File: src/rtl/jpeg_block_scheduler.sv
// Sequences one shared Huffman encoder across the Y/Cb/Cr coefficient buffers of each MCU,
// handshaking buffer ownership and counting MCUs until the frame completes.
module jpeg_block_scheduler #(
  parameter int unsigned  LUMA_BLOCKS     = 4,
  parameter int unsigned  CHROMA_EN       = 1,
  parameter int unsigned  MCU_COUNT_WIDTH = 16,
  localparam int unsigned NUM_SLOTS       = LUMA_BLOCKS + 2 * CHROMA_EN
) (
  input  logic                       clock,
  input  logic                       reset,
  input  logic                       frame_start,
  input  logic [MCU_COUNT_WIDTH-1:0] mcus_per_frame,
  input  logic [NUM_SLOTS-1:0]       buf_ready,
  output logic [NUM_SLOTS-1:0]       buf_release,
  output logic                       huff_start,
  input  logic                       huff_finished,
  output logic [2:0]                 buf_sel,
  output logic [1:0]                 component_id,
  output logic                       dc_pred_clear,
  output logic [MCU_COUNT_WIDTH-1:0] mcu_index,
  output logic                       busy,
  output logic                       frame_done
);

  localparam logic [2:0] LAST_SLOT  = 3'(NUM_SLOTS - 1);
  localparam logic [2:0] LUMA_SLOTS = 3'(LUMA_BLOCKS);

  typedef enum logic [2:0] {
    StIdle,
    StInit,
    StWaitReady,
    StStart,
    StRun,
    StRelease,
    StDone
  } state_e;

  state_e                     r_state;
  logic [2:0]                 r_slot;
  logic [MCU_COUNT_WIDTH-1:0] r_mcu_total;
  logic [MCU_COUNT_WIDTH-1:0] r_mcu_index;
  logic                       r_fin_q;
  logic                       r_last_block;
  logic                       r_huff_start;
  logic                       r_dc_pred_clear;
  logic                       r_frame_done;
  logic                       r_busy;
  logic [NUM_SLOTS-1:0]       r_buf_release;
  logic [2:0]                 r_buf_sel;
  logic [1:0]                 r_component_id;

  logic [NUM_SLOTS-1:0]       w_slot_onehot;
  logic                       w_slot_ready;
  logic                       w_fin_edge;
  logic                       w_slot_wrap;
  logic [2:0]                 w_slot_next;
  logic [MCU_COUNT_WIDTH-1:0] w_mcu_next;
  logic [1:0]                 w_comp;

  always_comb begin
    w_slot_onehot = '0;
    for (int unsigned k = 0; k < NUM_SLOTS; k++) begin
      w_slot_onehot[k] = (r_slot == 3'(k));
    end
  end

  // Only the current slot's ready bit matters; the order is fixed and never skipped.
  assign w_slot_ready = |(buf_ready & w_slot_onehot);
  assign w_fin_edge   = huff_finished & ~r_fin_q;
  assign w_slot_wrap  = (r_slot == LAST_SLOT);
  assign w_slot_next  = w_slot_wrap ? 3'd0 : r_slot + 3'd1;
  assign w_mcu_next   = r_mcu_index + MCU_COUNT_WIDTH'(1);

  always_comb begin
    if (r_slot < LUMA_SLOTS) begin
      w_comp = 2'd0;
    end else if (r_slot == LUMA_SLOTS) begin
      w_comp = 2'd1;
    end else begin
      w_comp = 2'd2;
    end
  end

  always_ff @(posedge clock) begin
    if (reset) begin
      r_state         <= StIdle;
      r_slot          <= '0;
      r_mcu_total     <= '0;
      r_mcu_index     <= '0;
      r_fin_q         <= 1'b0;
      r_last_block    <= 1'b0;
      r_huff_start    <= 1'b0;
      r_dc_pred_clear <= 1'b0;
      r_frame_done    <= 1'b0;
      r_busy          <= 1'b0;
      r_buf_release   <= '0;
      r_buf_sel       <= '0;
      r_component_id  <= '0;
    end else begin
      r_fin_q         <= huff_finished;
      r_huff_start    <= 1'b0;
      r_dc_pred_clear <= 1'b0;
      r_frame_done    <= 1'b0;
      r_buf_release   <= '0;
      unique case (r_state)
        StIdle: begin
          if (frame_start) begin
            r_mcu_total     <= mcus_per_frame;
            r_mcu_index     <= '0;
            r_slot          <= '0;
            r_dc_pred_clear <= 1'b1;
            r_busy          <= 1'b1;
            r_state         <= StInit;
          end
        end
        StInit: begin
          if (r_mcu_total == '0) begin
            r_frame_done <= 1'b1;
            r_state      <= StDone;
          end else begin
            r_buf_sel      <= r_slot;
            r_component_id <= w_comp;
            r_state        <= StWaitReady;
          end
        end
        StWaitReady: begin
          if (w_slot_ready) begin
            r_huff_start <= 1'b1;
            r_state      <= StStart;
          end
        end
        StStart: begin
          // A finished edge in this cycle belongs to the previous block and is ignored.
          r_state <= StRun;
        end
        StRun: begin
          if (w_fin_edge) begin
            r_buf_release <= w_slot_onehot;
            r_slot        <= w_slot_next;
            r_last_block  <= w_slot_wrap && (w_mcu_next == r_mcu_total);
            if (w_slot_wrap) begin
              r_mcu_index <= w_mcu_next;
            end
            r_state <= StRelease;
          end
        end
        StRelease: begin
          // buf_sel/component_id only change here, after the encoder's fetch window closes.
          if (r_last_block) begin
            r_frame_done <= 1'b1;
            r_state      <= StDone;
          end else begin
            r_buf_sel      <= r_slot;
            r_component_id <= w_comp;
            r_state        <= StWaitReady;
          end
        end
        StDone: begin
          r_busy  <= 1'b0;
          r_state <= StIdle;
        end
        default: begin
          r_state <= StIdle;
        end
      endcase
    end
  end

  assign buf_release   = r_buf_release;
  assign huff_start    = r_huff_start;
  assign buf_sel       = r_buf_sel;
  assign component_id  = r_component_id;
  assign dc_pred_clear = r_dc_pred_clear;
  assign mcu_index     = r_mcu_index;
  assign busy          = r_busy;
  assign frame_done    = r_frame_done;

endmodule
File: config.mk
export PLATFORM = sky130hd
export DESIGN_NAME = jpeg_block_scheduler
export DESIGN_NICKNAME = d
export VERILOG_FILES = /design/src/rtl/jpeg_block_scheduler.sv
export SDC_FILE = /design/constraint.sdc
export NUM_CORES = 1
export LEC_CHECK = 0
export BUFFER_PORTS_ARGS = -buffer_cell sky130_fd_sc_hd__clkbuf_2
export CORE_UTILIZATION = 45
export CTS_CLUSTER_SIZE = 24
export DETAILED_ROUTE_END_ITERATION = 8
export PLACE_DENSITY = 0.79
export SLEW_MARGIN = 10
export SYNTH_ARGS = -nofsm -noshare
export SYNTH_HDL_FRONTEND = slang
export SYNTH_SLANG_ARGS = --single-unit
File: constraint.sdc
create_clock -name clock -period 3.9 [get_ports clock]
set_clock_uncertainty 0.15 [all_clocks]
set_input_delay 0.39 -clock clock [delete_from_list [all_inputs] [get_ports clock]]
set_output_delay 0.39 -clock clock [all_outputs]
set_load 0.02 [all_outputs]
==> results of run 1 <==
## logic make-up after synthesis
group                    synth area share (%)
AND/OR/NAND/NOR                          28.3
multiplexers                             3.01
adder cells (fa/ha/maj)                 0.911
XOR/XNOR                                 6.69
buffers and inverters                    4.83
flip-flops                               40.1
AO/OA/AOI/OAI                            16.2
## worst min-delay path by stage
stage	start	to	slack (ps)	cells after the start
finish	mcus_per_frame[7]	r_mcu_total[7]	140	3
global route	mcus_per_frame[12]	r_mcu_total[12]	140	3
CTS	mcus_per_frame[7]	r_mcu_total[7]	130	3
detailed placement	component_id[1]	component_id[1]	300	2
global placement	component_id[0]	component_id[0]	290	2
floorplan	r_mcu_total[4]	r_mcu_total[4]	310	2
## routing by layer
metal / vias to the layer above / share of wire (%)
met2: 107 / 44
met3: 13 / 7.6
met4: 0 / 2.1
li1: 1282 / -
met5: - / 0
met1: 1176 / 46
## critical path, cell delays in order, from the launching register on
cell     delay (ps)
dfxtp_1         500
or3b_1          610
or3_1           610
or4_1           460
a21oi_1         160
## cells in the mapped netlist (4+ instances only)
cell / number / area [um2]
a21oi_1: 43 / 215
a31oi_1: 5 / 31.3
buf_2: 4 / 20.0
clkbuf_1: 22 / 82.6
dfxtp_1: 55 / 1100
inv_1: 5 / 18.8
mux2i_1: 6 / 60.1
nand2_1: 47 / 176
nand2b_1: 8 / 50.1
nand3_1: 8 / 40.0
nand3b_1: 5 / 37.5
nand4_1: 4 / 25.0
nor2_1: 34 / 128
nor3_1: 5 / 25.0
nor4_1: 7 / 43.8
o21ai_0: 16 / 80.1
or3_1: 11 / 68.8
xnor2_1: 13 / 114
xor2_1: 8 / 70.1
## area by class of cell
class | instances | area [um2] | area share [%]
inverter | 5 | 18.8 | 0.597
multi-input combinational | 259 | 1510 | 48.1
tap | 75 | 93.8 | 2.98
clock buffer | 6 | 82.6 | 2.63
sequential | 55 | 1100 | 35.0
clock inverter | 2 | 38.8 | 1.23
timing repair buffer | 58 | 295 | 9.39
## registers in the layout, indices dropped and copies added (netlist names)
signal	cells
mcu_index	16
r_mcu_total	16
buf_release	6
buf_sel	3
r_slot	3
r_state	3
component_id	2
busy	1
dc_pred_clear	1
frame_done	1
huff_start	1
r_fin_q	1
r_last_block	1
## through the flow
| step | hold WS [ps] | power, W | cells | util (%) | area (um2) |
|---|---|---|---|---|---|
| 2_1_floorplan | 311 | 0.000774 | 346 | - | 2750 |
| 3_3_place_gp | 293 | 0.000824 | 452 | 51.1 | 3020 |
| 3_5_place_dp | 298 | 0.000829 | 452 | 51.1 | 3020 |
| 4_1_cts | 133 | 0.00123 | 460 | 53.1 | 3140 |
| 5_1_grt | 136 | 0.00128 | 460 | 53.1 | 3140 |
| 6_report | 135 | 0.00122 | 460 | 53.1 | 3140 |
## power by group through the flow
| stage | Sequential, W | Combinational, W | Clock [W] |
|---|---|---|---|
| after floorplan | 0.000621 | 0.000153 | 0 |
| after global placement | 0.000630 | 0.000194 | 0 |
| after detailed placement | 0.000632 | 0.000197 | 0 |
| after CTS | 0.000619 | 0.000199 | 0.000408 |
| after global routing | 0.000625 | 0.000223 | 0.000431 |
| final | 0.000620 | 0.000199 | 0.000405 |
==> impl_metrics.json, run 1 <==
{
  "clk_path_buf_depth": 2,
  "post_cts_resized": 0,
  "synth_enable_flop_cells": 0,
  "worst_pin_slew_ps": 579,
  "min_path_type": "in2reg",
  "endpoint": "mcu_index[8]",
  "clk_pin_slew_ps": 100,
  "fin_ws_ps": 1350,
  "grt_setup_unrepaired": "false",
  "drt-initial-drc-count": 159,
  "vdd_drop_max_mv": 0.192,
  "synth_cells": 346,
  "slew_headroom_pct": 61.0,
  "ios": 57,
  "dp_slack_ps": 1400,
  "htreeDepth": 2,
  "clkSinkCount": 55,
  "die_w_um": 80.1,
  "swShare_pct": 28.3,
  "tns_ps": 0,
  "core_area_mm2": 0.00592,
  "gr-usage-met1_pct": 29.2,
  "ys_seq_area_share_pct": 40.1,
  "cts_tree": "done",
  "vias": 2578,
  "ant_nets": 0,
  "power_switching_w": 0.000347,
  "area_growth_pct": 14.4,
  "most-common-layout-cells": "clkbuf_2 (56), dfxtp_1 (55), nand2_1 (47)",
  "drive_gt1_share_pct": 18.4,
  "nNetsFinal": 412,
  "cts_root_buf": "clkbuf_8",
  "min_period_ps": 2550,
  "die-area_mm2": 0.00642,
  "yosysWarningCount": 0,
  "numCtsBuffers": 5,
  "wl_per_cell_um": 14.1,
  "worstPathMaxFanout": 16,
  "routed_wl_mm": 6.48,
  "r2r_setup_slack_ps": 1350,
  "synth_cell_types": 46,
  "hpwl_mm": 4.60,
  "r2r_start": "r_state[2]",
  "max_clock_freq_mhz": 392,
  "nFillCells": 592,
  "rows": 28,
  "timing.rr.end": "mcu_index[8]",
  "maxCapViolations": 0,
  "grt_pass1_wl_mm": 10.4,
  "clkPwrFrac_pct": 33.1,
  "p_leak_nw": 1.23,
  "setup_viol": 0,
  "crit_required_ps": 4000,
  "postCtsSetupBuffers": 0,
  "synth_area_mm2": 0.00275,
  "startpoint": "r_state[2]",
  "final_common_cell": "clkbuf_2",
  "first_pass_iters": 6,
  "power.density_mw_per_mm2": 389,
  "syn_avg_cell_area_um2": 7.94,
  "vias_per_cell": 5.60,
  "drc_errors": 0,
  "worstSetupPathType": "reg2reg",
  "seq_power_share_pct": 50.6,
  "top_usage_layer": "met2",
  "io_buffers": 56,
  "die_h_um": 80.1,
  "r2r_cells": 4,
  "grt_max_degree": 51,
  "use_met2_pct": 31.6,
  "status": "complete, no violations",
  "overflow": 0,
  "start_util_pct": 46.4,
  "diodes": 0,
  "syn_nets": 374,
  "clkLatencyLatePin_ps": 310,
  "slew_violations": 0,
  "grt_pass1_vias": 2179,
  "finalHoldViolations": 0,
  "ys_ff_latch": 55,
  "async_flop_share_pct": 0,
  "worstSetupStartpointType": "register",
  "power_frac_comb_pct": 16.3,
  "fin_crit_sh_pct": 65.4,
  "critPathCaptureType": "register",
  "place_congestion": 0.861,
  "synth_ff_type": "dfxtp_1",
  "grtUsageTotal_pct": 20.9,
  "grtUsageMet3_pct": 4.09,
  "antenna_found_initial": 0,
  "cp_data_arrival_time_ps": 2650,
  "postCtsHoldBufs": 0,
  "intPower_w": 0.000877
}
Note: power is estimated with default switching activity, not from simulation.
==> inputs of run 2 (changes only) <==
- PLACE_DENSITY: 0.79 -> 0.81
- clock period: 3.9 -> 2.3 ns (I/O delays scaled with it)
==> run 2 against run 1 <==
Sequential power is 68% higher. Via count up 4.5%. Non-clock buffer count up 32. Critical path depth grew 3. Fmax is 18% higher. First-iteration DRC count increased by 33%. Design area increased by 10%. Sequential share of layout area decreased by 3.1 points. Clock-buffer cell count down 1. Cell count grew 7.0%. Core utilization up 5.3 points. Setup slack worse by 1200 ps. Highest routed layer unchanged.
==> impl_metrics.json, run 2 (synthesized netlist as in run 1, its figures left out) <==
{
  "status": "complete, no violations",
  "routed_wl_mm": 7.07,
  "worstPathMaxFanout": 7,
  "clkSinkCount": 55,
  "vias": 2694,
  "hpwl_mm": 4.92,
  "rows": 28,
  "finalHoldViolations": 0,
  "clk_path_buf_depth": 2,
  "grt_max_degree": 50,
  "critPathCaptureType": "register",
  "fin_crit_sh_pct": 94.3,
  "grtUsageTotal_pct": 22.9,
  "max_clock_freq_mhz": 461,
  "numCtsBuffers": 5,
  "fin_hold_ws_ps": 3.53,
  "nNetsFinal": 444,
  "vias_per_cell": 5.48,
  "antenna_found_initial": 0,
  "clk_pin_slew_ps": 100,
  "drt-initial-drc-count": 211,
  "slew_headroom_pct": 65.1,
  "clkLatencyLatePin_ps": 320,
  "cts_tree": "done",
  "cts_root_buf": "clkbuf_8",
  "most-common-layout-cells": "clkbuf_2 (56), dfxtp_1 (53), nand2_1 (47)",
  "die-area_mm2": 0.00642,
  "postCtsSetupBuffers": 0,
  "place_congestion": 0.890,
  "p_leak_nw": 1.41,
  "dp_slack_ps": -18.2,
  "r2r_start": "mcu_index[1]",
  "hold_end": "r_mcu_total[0]",
  "ant_nets": 0,
  "r2r_cells": 7,
  "worstSetupStartpointType": "register",
  "start_util_pct": 46.4,
  "cp_data_arrival_time_ps": 2270,
  "drc_errors": 0,
  "crit_required_ps": 2400,
  "fin_ws_ps": 131,
  "power.density_mw_per_mm2": 608,
  "drive_gt1_share_pct": 23.0,
  "min_path_type": "in2reg",
  "grt_pass1_wl_mm": 11.5,
  "die_w_um": 80.1,
  "worstSetupPathType": "reg2reg",
  "die_h_um": 80.1,
  "overflow": 0,
  "final_common_cell": "clkbuf_2",
  "maxCapViolations": 0,
  "tns_ps": 0,
  "worst_pin_slew_ps": 524,
  "first_pass_iters": 5,
  "r2r_setup_slack_ps": 130,
  "setup_viol": 0,
  "slew_violations": 0,
  "diodes": 0,
  "area_growth_pct": 25.9,
  "min_period_ps": 2170,
  "vdd_drop_max_mv": 0.341,
  "hp-start": "mcus_per_frame[0]",
  "worstHoldPathCells": 3,
  "timing.rr.end": "r_last_block",
  "grt_pass1_vias": 2433,
  "htreeDepth": 2,
  "ios": 57,
  "io_buffers": 56,
  "core_area_mm2": 0.00592,
  "wl_per_cell_um": 14.4
}
-- run 2: cell types whose count changed in the layout (fill, tap and decap cells not counted), moves of 2 or more --
| cell | delta |
|---|---|
| buf_4 | +17 |
| dlygate4sd3_1 | +15 |
| dfxtp_1 | -2 |
| dfxtp_2 | +2 |
-- run 2: cell type report --
class | count | area, um2
Clock buffer | 5 | 68.8
Clock inverter | 3 | 46.3
Fill cell | 550 | 2460
Inverter | 5 | 18.8
Multi-Input combinational cell | 259 | 1550
Sequential cell | 55 | 1100
Tap cell | 75 | 93.8
Timing Repair Buffer | 90 | 573
-- run 2: metrics by stage --
| stage | area, um2 | util, % | std cells | power (W) |
|---|---|---|---|---|
| global route | 3460 | 58.4 | 492 | 0.00219 |
| global placement | 3150 | 53.2 | 469 | 0.00142 |
| detailed placement | 3150 | 53.2 | 469 | 0.00143 |
| finish | 3460 | 58.4 | 492 | 0.00210 |
| CTS | 3430 | 57.9 | 492 | 0.00209 |
| floorplan | 2750 | - | 346 | 0.00131 |
-- run 2: power breakdown --
group / leakage [nW] / total, W / internal (W) / switching (W)
clock network: 0.0548 / 0.000661 / 0.000328 / 0.000333
logic: 0.905 / 0.000405 / 0.000176 / 0.000229
registers: 0.448 / 0.00104 / 0.000996 / 0.0000415
-- run 2: layer usage --
layer,GRT usage (%),part of all wire (%),up-vias
li1,-,-,1346
met1,31.9,46,1253
met2,35.1,47,83
met3,3.86,5.8,12
met4,8.57,1.8,0
met5,0,0,-
-- run 2: how the worst max path moves through the flow --
stage | to | startpoint | depth (start not counted)
floorplan | mcu_index[8] | r_state[0] | 7
global route | r_last_block | mcu_index[0] | 7
global placement | r_last_block | mcu_index[0] | 7
detailed placement | r_last_block | mcu_index[0] | 7
finish | r_last_block | mcu_index[1] | 7
CTS | r_last_block | mcu_index[0] | 7
-- run 2: what timing repair did --
action                                  in CTS  in global routing
endpoints found under the hold margin       15                  0
endpoints found under the setup margin       1                 11
gates resized for setup                      2                  7
hold buffers                                15                  0
-- run 2: critical path, stage by stage (launching register included) --
cell and delay (ps):
dfxtp_1 420, ha_1 300, nand3_2 230, nor4_2 500, nor2_1 90, nor3_1 140
nand4b_1 160, o22ai_2 110
==> inputs of run 3 (changes only) <==
- ABC_AREA: not set -> 1
- CORE_UTILIZATION: 45 -> 49
- PLACE_DENSITY: 0.81 -> 0.86
==> run 3 against run 2 <==
Via count increased by 4.7%. Clock power down 18%. Largest cell class unchanged. Hold slack improved by 41 ps. Highest routed layer unchanged.
==> impl_metrics.json, run 3 <==
{
  "core_area_mm2": 0.00551,
  "vias_per_cell": 5.16,
  "vdd_drop_max_mv": 0.393,
  "worstPathMaxFanout": 15,
  "r2r_start": "mcu_index[0]",
  "nNetsFinal": 501,
  "ios": 57,
  "grt_pass1_vias": 2557,
  "yosysWarningCount": 0,
  "synth_ff_type": "dfxtp_1",
  "htreeDepth": 2,
  "antenna_found_initial": 0,
  "start_util_pct": 51.1,
  "drt-initial-drc-count": 206,
  "synthTopCellsByCount": "nand2_1 (105), dfxtp_1 (55), inv_1 (49)",
  "power_w": 0.00247,
  "ant_nets": 0,
  "drive_gt1_share_pct": 19.2,
  "startpoint": "huff_finished",
  "status": "complete, no violations",
  "place_congestion": 0.892,
  "die_w_um": 77.8,
  "yosysTopAreaCell": "dfxtp_1",
  "final_common_cell": "nand2_1",
  "synth_enable_flop_cells": 0,
  "drc_errors": 0,
  "syn_nets": 445,
  "overflow": 0,
  "cp_data_arrival_time_ps": 2090,
  "power.density_mw_per_mm2": 756,
  "grt_setup_unrepaired": "false",
  "synth_top_area_share_pct": 39.1,
  "io_buffers": 56,
  "vias": 2820,
  "fin_crit_sh_pct": 86.6,
  "diodes": 0,
  "critPathCaptureType": "register",
  "cts_tree": "done",
  "slew_headroom_pct": 60.2,
  "hpwl_mm": 5.06,
  "nFillCells": 530,
  "wl_per_cell_um": 12.1,
  "worstSetupPathType": "in2reg",
  "synth_area_mm2": 0.00282,
  "numCtsBuffers": 5,
  "setup_viol": 0,
  "seqCellArea_mm2": 0.00110,
  "tns_ps": 0,
  "ys_ff_latch": 55,
  "async_flop_share_pct": 0,
  "rows": 27,
  "post_cts_resized": 0,
  "clkSinkCount": 55,
  "most-common-layout-cells": "nand2_1 (105), clkbuf_2 (56), dfxtp_1 (55)",
  "die_h_um": 77.8,
  "yosysMostFrequentCell": "nand2_1",
  "clk_pin_slew_ps": 100,
  "first_pass_iters": 4,
  "min_period_ps": 1990,
  "p_leak_nw": 1.41,
  "postLayoutCoreUtil_pct": 59.3,
  "grt_pass1_wl_mm": 10.8,
  "slew_violations": 0,
  "routed_wl_mm": 6.61,
  "hp-start": "mcus_per_frame[6]",
  "grt_max_degree": 28,
  "finalHoldViolations": 0,
  "yosys-top-cells-area": "dfxtp_1 (39%), nand2_1 (14%), a21oi_1 (7.1%)",
  "die-area_mm2": 0.00606,
  "synth_cells": 417,
  "clk_path_buf_depth": 2,
  "grtUsageTotal_pct": 22.2,
  "min_path_type": "in2reg",
  "synth_cell_types": 33,
  "cts_root_buf": "clkbuf_8",
  "crit_required_ps": 2400,
  "max_clock_freq_mhz": 502,
  "worstSetupStartpointType": "primary input",
  "clkLatencyLatePin_ps": 310,
  "syn_avg_cell_area_um2": 6.75,
  "area_growth_pct": 15.9,
  "ys_seq_area_share_pct": 39.1,
  "multi_input_area_mm2": 0.00146,
  "r2r_setup_slack_ps": 310,
  "maxCapViolations": 0,
  "worst_pin_slew_ps": 596
}
## run 3: changes by cell type after synthesis, sizes merged, moves of 11 or more
cell / previous run / this run
clkbuf: 22 / 8
inv: 5 / 53
nand2: 47 / 110
nand3: 8 / 36
or3: 11 / 0
xnor2: 13 / 2
## run 3: path summary, 6_finish.rpt
kind | end | cells past startpoint
max | mcu_index[8] | 13
min | r_mcu_total[6] | 3
max reg2reg | r_last_block | 13
min reg2reg | component_id[1] | 2
## run 3: per-layer routing
layer | GRT usage, % | vias up | wire, um
met1 | 26.1 | 1249 | 2900
met5 | 0 | - | 0
met3 | 5.18 | 15 | 379
li1 | - | 1474 | -
met2 | 38.4 | 82 | 3220
met4 | 9.81 | 0 | 106
## run 3: what timing repair did
item | 4_1_cts | 5_1_grt
hold buffers | 1 | 0
setup buffers | 0 | 0
endpoints found under the hold margin | 1 | 0
## run 3: worst max-delay path: stages
cell	delay (ps)
dlygate4sd3_1	530
clkbuf_2	90
inv_1	30
or2_1	240
nand2_1	80
nand2_1	60
inv_2	80
o211ai_4	80
nor2_4	330
inv_1	110
nor2_1	100
a21oi_1	50
nor2_1	90
## run 3: final cells by class
| type | instances | area share (%) |
|---|---|---|
| Clock buffer | 5 | 2.11 |
| Tap cell | 72 | 2.76 |
| Multi-Input combinational cell | 297 | 44.8 |
| Clock inverter | 3 | 0.690 |
| Inverter | 53 | 6.09 |
| Timing Repair Buffer | 61 | 9.81 |
| Sequential cell | 55 | 33.7 |
## run 3: logic make-up after synthesis
| group | after synthesis | synth area share, % |
|---|---|---|
| DFF | 55 | 39.1 |
| AOI/OAI and AO/OA | 72 | 14.2 |
| and+or+nand+nor | 217 | 34.8 |
| buffers and inverters | 65 | 8.93 |
| adders and majority gates | 2 | 0.888 |
| xor gates and xnor gates | 6 | 2.13 |
## run 3: where the power goes
part	total, W	internal (W)	leakage [nW]	switching (W)
Combinational	0.000763	0.000260	0.917	0.000503
Sequential	0.00117	0.00108	0.448	0.0000900
Clock	0.000539	0.000219	0.0485	0.000320
## run 3: stage by stage
step                instance area [um2]  cells  hold slack [ps]  setup slack (ps)
floorplan                          2820    417              201               394
global route                       3270    546             58.5               120
detailed placement                 3160    537              297               345
CTS                                3270    546             44.0               315
global placement                   3160    537              295               465
finish                             3270    546             44.3               308
